--- src/rtl/fill_drain_sequencer.sv ---
// Water-path sequencer: runs FILL/DRAIN commands, drives the valve/pump with interlock, enforces timeouts.
// Define OVERFLOW_GUARD_EN to trip water_flow_error when the level reaches MAX_LEVEL during a fill.
module fill_drain_sequencer #(
  parameter int LEVEL_W       = 10,
  parameter int TMR_W         = 12,
  parameter int FILL_TIMEOUT  = 600,
  parameter int DRAIN_TIMEOUT = 450,
  parameter int SETTLE_CYCLES = 20,
  parameter int EMPTY_LEVEL   = 10,
  parameter int LEVEL_TOL     = 5,
  parameter int MAX_LEVEL     = 900
) (
  input  logic               clk,
  input  logic               reset,
  input  logic               cmd_valid,
  output logic               cmd_ready,
  input  logic               cmd_op,
  input  logic [LEVEL_W-1:0] target_level,
  input  logic               pause,
  input  logic               abort,
  input  logic               err_clear,
  input  logic [LEVEL_W-1:0] water_level_sensor,
  output logic               water_valve,
  output logic               drain_pump,
  output logic               busy,
  output logic               done,
  output logic               water_flow_error,
  output logic               drainage_error
);

  localparam int LW1 = LEVEL_W + 1;

  localparam logic [2:0] S_IDLE   = 3'd0;
  localparam logic [2:0] S_FILL   = 3'd1;
  localparam logic [2:0] S_SETTLE = 3'd2;
  localparam logic [2:0] S_DRAIN  = 3'd3;
  localparam logic [2:0] S_RUNON  = 3'd4;
  localparam logic [2:0] S_PAUSED = 3'd5;
  localparam logic [2:0] S_DONE   = 3'd6;
  localparam logic [2:0] S_ERROR  = 3'd7;

  logic [2:0]         state, state_nx, ret_state, ret_state_nx;
  logic [TMR_W-1:0]   act_cnt, act_cnt_nx, act_inc;
  logic [TMR_W-1:0]   set_cnt, set_cnt_nx, set_inc;
  logic [LEVEL_W-1:0] target_q, target_nx;
  logic               flow_err_nx, drain_err_nx;
  logic [LW1-1:0]     level_x, target_x;
  logic               level_reached, level_ok, level_empty, overflow;
  logic               fill_expired, drain_expired, settle_end;

  // act_cnt counts active FILL/DRAIN cycles (shared across top-ups); set_cnt times SETTLE and RUNON.
  assign level_x       = {1'b0, water_level_sensor};
  assign target_x      = {1'b0, target_q};
  assign level_reached = level_x >= target_x;
  assign level_ok      = (level_x + LW1'(LEVEL_TOL)) >= target_x;
  assign level_empty   = level_x <= LW1'(EMPTY_LEVEL);
  assign fill_expired  = act_cnt == TMR_W'(FILL_TIMEOUT - 1);
  assign drain_expired = act_cnt == TMR_W'(DRAIN_TIMEOUT - 1);
  assign settle_end    = set_cnt == TMR_W'(SETTLE_CYCLES - 1);
  assign act_inc       = (&act_cnt) ? act_cnt : act_cnt + TMR_W'(1);
  assign set_inc       = (&set_cnt) ? set_cnt : set_cnt + TMR_W'(1);

`ifdef OVERFLOW_GUARD_EN
  assign overflow = (level_x >= LW1'(MAX_LEVEL)) &&
                    (state == S_FILL || state == S_SETTLE || state == S_PAUSED);
`else
  // Without the guard MAX_LEVEL has no effect on behaviour.
  logic unused_max_level;
  assign unused_max_level = ^LW1'(MAX_LEVEL);
  assign overflow         = 1'b0;
`endif

  always_comb begin
    // NOTE: every signal gets a default first, so no path can leave one unassigned and infer a latch.
    state_nx     = state;
    ret_state_nx = ret_state;
    act_cnt_nx   = act_cnt;
    set_cnt_nx   = set_cnt;
    target_nx    = target_q;
    flow_err_nx  = water_flow_error;
    drain_err_nx = drainage_error;
    case (state)
      S_IDLE: begin
        if (cmd_valid) begin
          state_nx   = cmd_op ? S_DRAIN : S_FILL;
          act_cnt_nx = '0;
          set_cnt_nx = '0;
          target_nx  = target_level;
        end
      end
      S_FILL: begin
        if (overflow) begin
          state_nx    = S_ERROR;
          flow_err_nx = 1'b1;
        end else if (abort) begin
          state_nx = S_IDLE;
        end else if (fill_expired) begin
          state_nx    = S_ERROR;
          flow_err_nx = 1'b1;
        end else begin
          act_cnt_nx = act_inc;
          if (level_reached) begin
            state_nx   = S_SETTLE;
            set_cnt_nx = '0;
          end else if (pause) begin
            state_nx     = S_PAUSED;
            ret_state_nx = S_FILL;
          end
        end
      end
      S_SETTLE: begin
        if (overflow) begin
          state_nx    = S_ERROR;
          flow_err_nx = 1'b1;
        end else if (abort) begin
          state_nx = S_IDLE;
        end else if (settle_end) begin
          state_nx = level_ok ? S_DONE : S_FILL;
        end else begin
          set_cnt_nx = set_inc;
          if (pause) begin
            state_nx     = S_PAUSED;
            ret_state_nx = S_SETTLE;
          end
        end
      end
      S_DRAIN: begin
        if (abort) begin
          state_nx = S_IDLE;
        end else if (drain_expired) begin
          state_nx     = S_ERROR;
          drain_err_nx = 1'b1;
        end else begin
          act_cnt_nx = act_inc;
          if (level_empty) begin
            state_nx   = S_RUNON;
            set_cnt_nx = '0;
          end else if (pause) begin
            state_nx     = S_PAUSED;
            ret_state_nx = S_DRAIN;
          end
        end
      end
      S_RUNON: begin
        if (abort) begin
          state_nx = S_IDLE;
        end else if (settle_end) begin
          state_nx = S_DONE;
        end else begin
          set_cnt_nx = set_inc;
          if (pause) begin
            state_nx     = S_PAUSED;
            ret_state_nx = S_RUNON;
          end
        end
      end
      S_PAUSED: begin
        if (overflow) begin
          state_nx    = S_ERROR;
          flow_err_nx = 1'b1;
        end else if (abort) begin
          state_nx = S_IDLE;
        end else if (!pause) begin
          state_nx = ret_state;
        end
      end
      S_DONE: state_nx = S_IDLE;
      S_ERROR: begin
        if (err_clear) begin
          state_nx     = S_IDLE;
          flow_err_nx  = 1'b0;
          drain_err_nx = 1'b0;
        end
      end
      default: state_nx = S_IDLE;
    endcase
  end

  // NOTE: sequential state uses non-blocking assignments so every register samples pre-edge values.
  always_ff @(posedge clk or negedge reset) begin
    if (!reset) begin
      state            <= S_IDLE;
      ret_state        <= S_IDLE;
      act_cnt          <= '0;
      set_cnt          <= '0;
      target_q         <= '0;
      water_flow_error <= 1'b0;
      drainage_error   <= 1'b0;
    end else begin
      state            <= state_nx;
      ret_state        <= ret_state_nx;
      act_cnt          <= act_cnt_nx;
      set_cnt          <= set_cnt_nx;
      target_q         <= target_nx;
      water_flow_error <= flow_err_nx;
      drainage_error   <= drain_err_nx;
    end
  end

  // Moore outputs straight from the registered state: valve and pump can never be on together.
  assign cmd_ready   = state == S_IDLE;
  assign busy        = state != S_IDLE;
  assign water_valve = state == S_FILL;
  assign drain_pump  = (state == S_DRAIN) || (state == S_RUNON);
  assign done        = state == S_DONE;

endmodule

--- config.mk ---
export PLATFORM = sky130hd
export DESIGN_NAME = fill_drain_sequencer
export DESIGN_NICKNAME = d
export VERILOG_FILES = /design/src/rtl/fill_drain_sequencer.sv
export SDC_FILE = /design/constraint.sdc
export NUM_CORES = 1
export LEC_CHECK = 0
export ABC_AREA = 1
export CORE_ASPECT_RATIO = 1.5
export CORE_MARGIN = 1.5
export CORE_UTILIZATION = 55
export DETAILED_ROUTE_END_ITERATION = 7
export PLACE_DENSITY = 0.84
export SLEW_MARGIN = 20
export SYNTH_ARGS = -nofsm -noshare
export SYNTH_HDL_FRONTEND = slang
export SYNTH_SLANG_ARGS = --single-unit
--- constraint.sdc ---
create_clock -name clk -period 4.9 [get_ports clk]
set_input_delay 1.225 -clock clk [delete_from_list [all_inputs] [get_ports clk]]
set_output_delay 1.225 -clock clk [all_outputs]
set_load 0.02 [all_outputs]
After elaboration in Yosys (flattened, before gate mapping)
Index checks and enable logic that the tools add are counted.
{"block": "totals", "regBits": 42, "in_bits": 27, "output_inout_bits": 7, "wordCells": 122}
{"block": "classes", "addsub": 3, "magnitude_cmp": 3, "n_eq_ne": 34, "muxes": 57, "reduce_logical": 18}
{"cell": "two-way mux 12 bit", "n": 15}
{"cell": "two-way mux 3 bit", "n": 30}
{"cell": "case mux 12 bit (4 select lines)", "n": 1}
{"cell": "!= test 2 bit, second input constant", "n": 21}
{"cell": "case mux 12 bit (3 select lines)", "n": 1}
{"cell": "adder 12 x 1 -> 12 bit, second input constant", "n": 2}
{"cell": "case mux 3 bit (8 select lines)", "n": 1}
{"cell": "AND reduction 12 bit", "n": 2}
{"cell": "AND reduction 15 bit", "n": 1}
{"cell": "equality test 12 x 10 -> 1 bit, second input constant", "n": 1}
{"cell": "equality test 12 x 5 -> 1 bit, second input constant", "n": 1}
{"cell": "equality test 12 x 9 -> 1 bit, second input constant", "n": 1}
{"cell": "equality test 3 bit, second input constant", "n": 4}
{"cell": "case mux 3 bit (4 select lines)", "n": 1}
{"cell": "adder 10 x 3 -> 11 bit, second input constant", "n": 1}
{"cell": ">= comparator 11 x 10 -> 1 bit", "n": 1}
{"cell": "AND reduction 11 bit", "n": 1}
{"cell": ">= comparator 10 bit", "n": 1}
{"cell": "less-or-equal comparator 10 x 4 -> 1 bit, second input constant", "n": 1}
{"cell": "AND reduction 4 bit", "n": 2}
{"cell": "nonzero test 4 bit", "n": 2}
{"cell": "equality test 3 x 2 -> 1 bit, second input constant", "n": 2}
{"cell": "AND reduction 6 bit", "n": 1}
{"cell": "nonzero test 3 bit", "n": 2}
{"cell": "other kinds (12)", "n": 19}

Logic depth before layout (Yosys ltp)
{"block": "logic_depth", "depth_word": 6, "depth_mapped": 18, "ltp_nobuf": 18}

Worst setup path after synthesis
No wires, ideal clock.
{"block": "synth_path", "path_type": "input port to flip-flop", "startpoint": "input water_level_sensor[0]", "endpoint": "register state[2]", "setup_time_ps": 117, "t_arrival_ps": 2956, "t_required_ps": 4783, "slack_ps": 1827, "cell_stages": 14, "n_path_buf": 0, "path_cell_list": "inv_1 > o21ai_0 > nand4_1 > nor3b_1 > xor2_1 > ha_1 > nand3_1 > nand3b_1 > nor2_1 > nand3_1 > o211ai_1 > nand2_1 > nand2_1 > nand2_1"}
{"block": "synth_via", "elab_chain_cells": 6, "elab_cells_between_ends": 14, "classes_between": "add/sub: 1; order compare: 3; mux: 10"}
{"item": "start, declared", "line_no": "22", "text": "input logic [LEVEL_W-1:0] water_level_sensor,"}
{"item": "adder 10 x 3 -> 11 bit", "line_no": "55", "text": "assign level_ok = (level_x + LW1'(LEVEL_TOL)) >= target_x;"}
{"item": ">= comparator 11 x 10 -> 1 bit", "line_no": "55"}
{"item": "two-way mux 3 bit", "line_no": "118", "text": "state_nx = level_ok ? S_DONE : S_FILL;"}
{"item": "two-way mux 3 bit", "line_no": "117", "text": "end else if (settle_end) begin"}
{"item": "two-way mux 3 bit", "line_no": "115", "text": "end else if (abort) begin"}
{"item": "case mux 3 bit (8 select lines) *", "line_no": "82", "text": "case (state)"}
{"item": "end signal, assigned", "line_no": "190", "text": "state <= state_nx;"}
{"item": "end, declared", "line_no": "42", "text": "logic [2:0] state, state_nx, ret_state, ret_state_nx;"}
Every way passes the cells marked *; elsewhere a longest branch is shown, timed or not.
A chain may end at the register's enable or synchronous reset.

Worst setup path in the final report
{"block": "layout_path", "startpoint": "input water_level_sensor[1]", "endpoint": "register state[1]"}
The elaborated chain is that of the path after synthesis.

==> impl_metrics.yaml <==
setup_path:
  rr_startpoint: "state[1]"
  worst_setup_path_end_kind: "flip-flop"
  startpoint_type: "primary input"
  required_ps: 5100
  worstPathMaxFanout: 4
  reg2reg_slack_ps: 2560
  crit_type: "primary input to flip-flop"
  critical_path_arrival_ps: 3830
  crit_start: "water_level_sensor[1]"
die:
  die_width_um: 67.90
  num_rows: 35
  coreArea_um2: 6131
  die_h_um: 100.3
  dieArea_um2: 6813
  initial_core_util: 0.5667
  pin_count: 34
route:
  drt_iter0_drc: 141
  via_count: 3279
  viasPerCell: 5.558
  ant_nets: 0
  wl_per_cell_um: 13.57
  wl_um: 8007
  route.detailed.drc: 0
  dr.pass1.iters: 5
timing:
  finalCriticalPeriod_ps: 3625
  max_freq_mhz: 275.9
  rsz0062_at_grt: "false"
  worstMarginPinSlew_ps: 952.9
  holdWs_ps: 499.0
  fin_setup_tns_ps: 0
  setup_violations: 0
  slew_violations: 0
  slew_headroom: 0.3648
  fin_crit_sh: 0.7397
  clock_skew_ps: 10.10
  finalHoldViolations: 0
finish:
  n_fill_cell: 542
  fin_cells: 590
  multi_input_area_um2: 2077
  drive_above_1_share: 0.08140
  syn2layout_area_growth_pct: 13.79
  final_common_cell: "nand2_1"
  ff_latch_area_um2: 1051
  insertedDiodeCount: 0
  layout_common_cells: "106 x nand2_1, 65 x inv_1, 57 x nor2_1, 42 x dfrtp_1, 34 x nand3_1"
  nets: 567
clock_tree:
  clockRootBuffer: "clkbuf_8"
  cts_max_level: 2
  cts.repair.resized: 0
  clkLatencyLatePin_ps: 310
  cts_buffers: 5
  hold_buffers: 0
  post_cts_buffers: 0
  max-clock-path-buffers: 2
  cts_tree: "done"
  path_clk_slew_ps: 90
  clock-sinks: 42
place:
  portBuffers: 33
  dp.cells: 582
  place_hpwl_um: 6212
  gp_congestion: 0.9255
synth:
  netlist_area_um2: 3475
  yosys_warnings: 0
  synth-main-ff-cell: "dfrtp_1"
  syn_inst: 486
  synth-edff-count: 0
  syn_avg_cell_area_um2: 7.149
  syn-num-nets: 538
  async_flop_share: 1.000
  yosysSeqAreaShare: 0.3025
  synth_cell_types: 46
  ys_seq_elements: 42
global_routing:
  grt_pass1_vias: 3270
  grt_first_pass_wirelength_um: 13830
  overflow: 0
  grt_max_degree: 43
  antenna_found_initial: 0
  grt_usage: 0.2639
hold_path:
  min_path_type: "flip-flop to flip-flop"
  min_from: "ret_state[0]"
power_and_ir_drop:
  ir_drop_mv: 0.2403
  p_per_area_nw_per_um2: 437.4
  p_leak_nw: 1.861
outcome:
  status: "finished, final reports clean"
flow_run:
  maxCapViolations: 0
## layout make-up
class | count | area share
Clock inverter | 2 | 0.01519
Sequential cell | 42 | 0.2658
Tap cell | 74 | 0.02342
Clock buffer | 6 | 0.02089
Inverter | 70 | 0.06709
Timing Repair Buffer | 33 | 0.08228
Multi-Input combinational cell | 363 | 0.5253
## final timing paths
| kind | endpoint | cells past startpoint |
|---|---|---|
| setup / recovery | state[1] | 15 |
| hold reg to reg | ret_state[0] | 2 |
| max in group asynchronous | set_cnt[7] | 1 |
| setup reg to reg | set_cnt[5] | 10 |
| hold / removal | ret_state[0] | 2 |
| min in group asynchronous | act_cnt[5] | 1 |
## Yosys cell counts, types with 3 or more instances
master,count,area (µm²)
nand2_1,106,397.9
inv_1,65,244.0
nor2_1,57,214.0
dfrtp_1,42,1051
nand3_1,34,170.2
ha_1,25,312.8
a21oi_1,22,110.1
nor3_1,20,100.1
xor2_1,20,175.2
nand4_1,14,87.58
o21ai_0,9,45.04
o21ai_2,9,78.83
o21ai_1,8,40.04
nand2_2,5,31.28
clkbuf_1,4,15.01
o31ai_1,4,30.03
buf_6,3,33.78
inv_2,3,11.26
o31ai_2,3,37.54
xnor2_1,3,26.28
## routing by layer
metal / routed length [µm] / GRT usage / vias to the layer above / share of wire
li1: - / - / 1640 / -
met1: 3030 / 0.2693 / 1516 / 0.38
met2: 4337 / 0.4691 / 94 / 0.54
met3: 264 / 0.05157 / 29 / 0.033
met4: 374 / 0.1738 / 0 / 0.047
met5: 0 / 0 / - / 0
## through the flow
stage | utilization | cell area, µm² | worst slack, ps | total power, W
final | 0.6449 | 3954 | 1275 | 0.001729
after global routing | 0.6449 | 3954 | 1038 | 0.001883
after CTS | 0.6449 | 3954 | 1290 | 0.001731
after detailed placement | 0.6216 | 3811 | 985.9 | 0.001379
after global placement | 0.6216 | 3811 | 1033 | 0.001349
after floorplan | - | 3475 | 1827 | 0.001207
## critical path, cell delays in order
cell and delay, ps:
clkdlybuf4s50_1 550, inv_1 70, o21ai_0 340, nand4_1 210
nor3b_1 270, xor2_1 180, ha_1 270, nand3_1 90
nand3b_1 80, nor2_1 150, nand3_1 130, nand3_1 90
nand2_1 70, nand2_1 60, a21oi_1 60
## cell families (layout without fill, tap and decap cells)
| kind of cell | after synthesis | in the layout | synth area share |
|---|---|---|---|
| flip-flops | 42 | 42 | 0.3025 |
| multiplexers | 1 | 1 | 0.003241 |
| buffers and inverters | 81 | 111 | 0.09974 |
| XOR/XNOR | 23 | 23 | 0.05798 |
| adder cells (fa/ha/maj) | 25 | 25 | 0.09003 |
| AO/OA/AOI/OAI | 61 | 61 | 0.1127 |
| AND/OR/NAND/NOR | 253 | 253 | 0.3338 |
## state kept, by name (all words and copies together) (netlist names)
signal / count
act_cnt: 12
drainage_error: 1
ret_state: 3
set_cnt: 12
state: 3
target_q: 10
water_flow_error: 1
## power breakdown
part	internal [W]	switching (W)	leakage, nW
sequential	0.000426	0.0000632	0.543
combinational	0.000301	0.000590	1.25
clock	0.000218	0.000131	0.0714
Power figures use the tool's default switching activity.
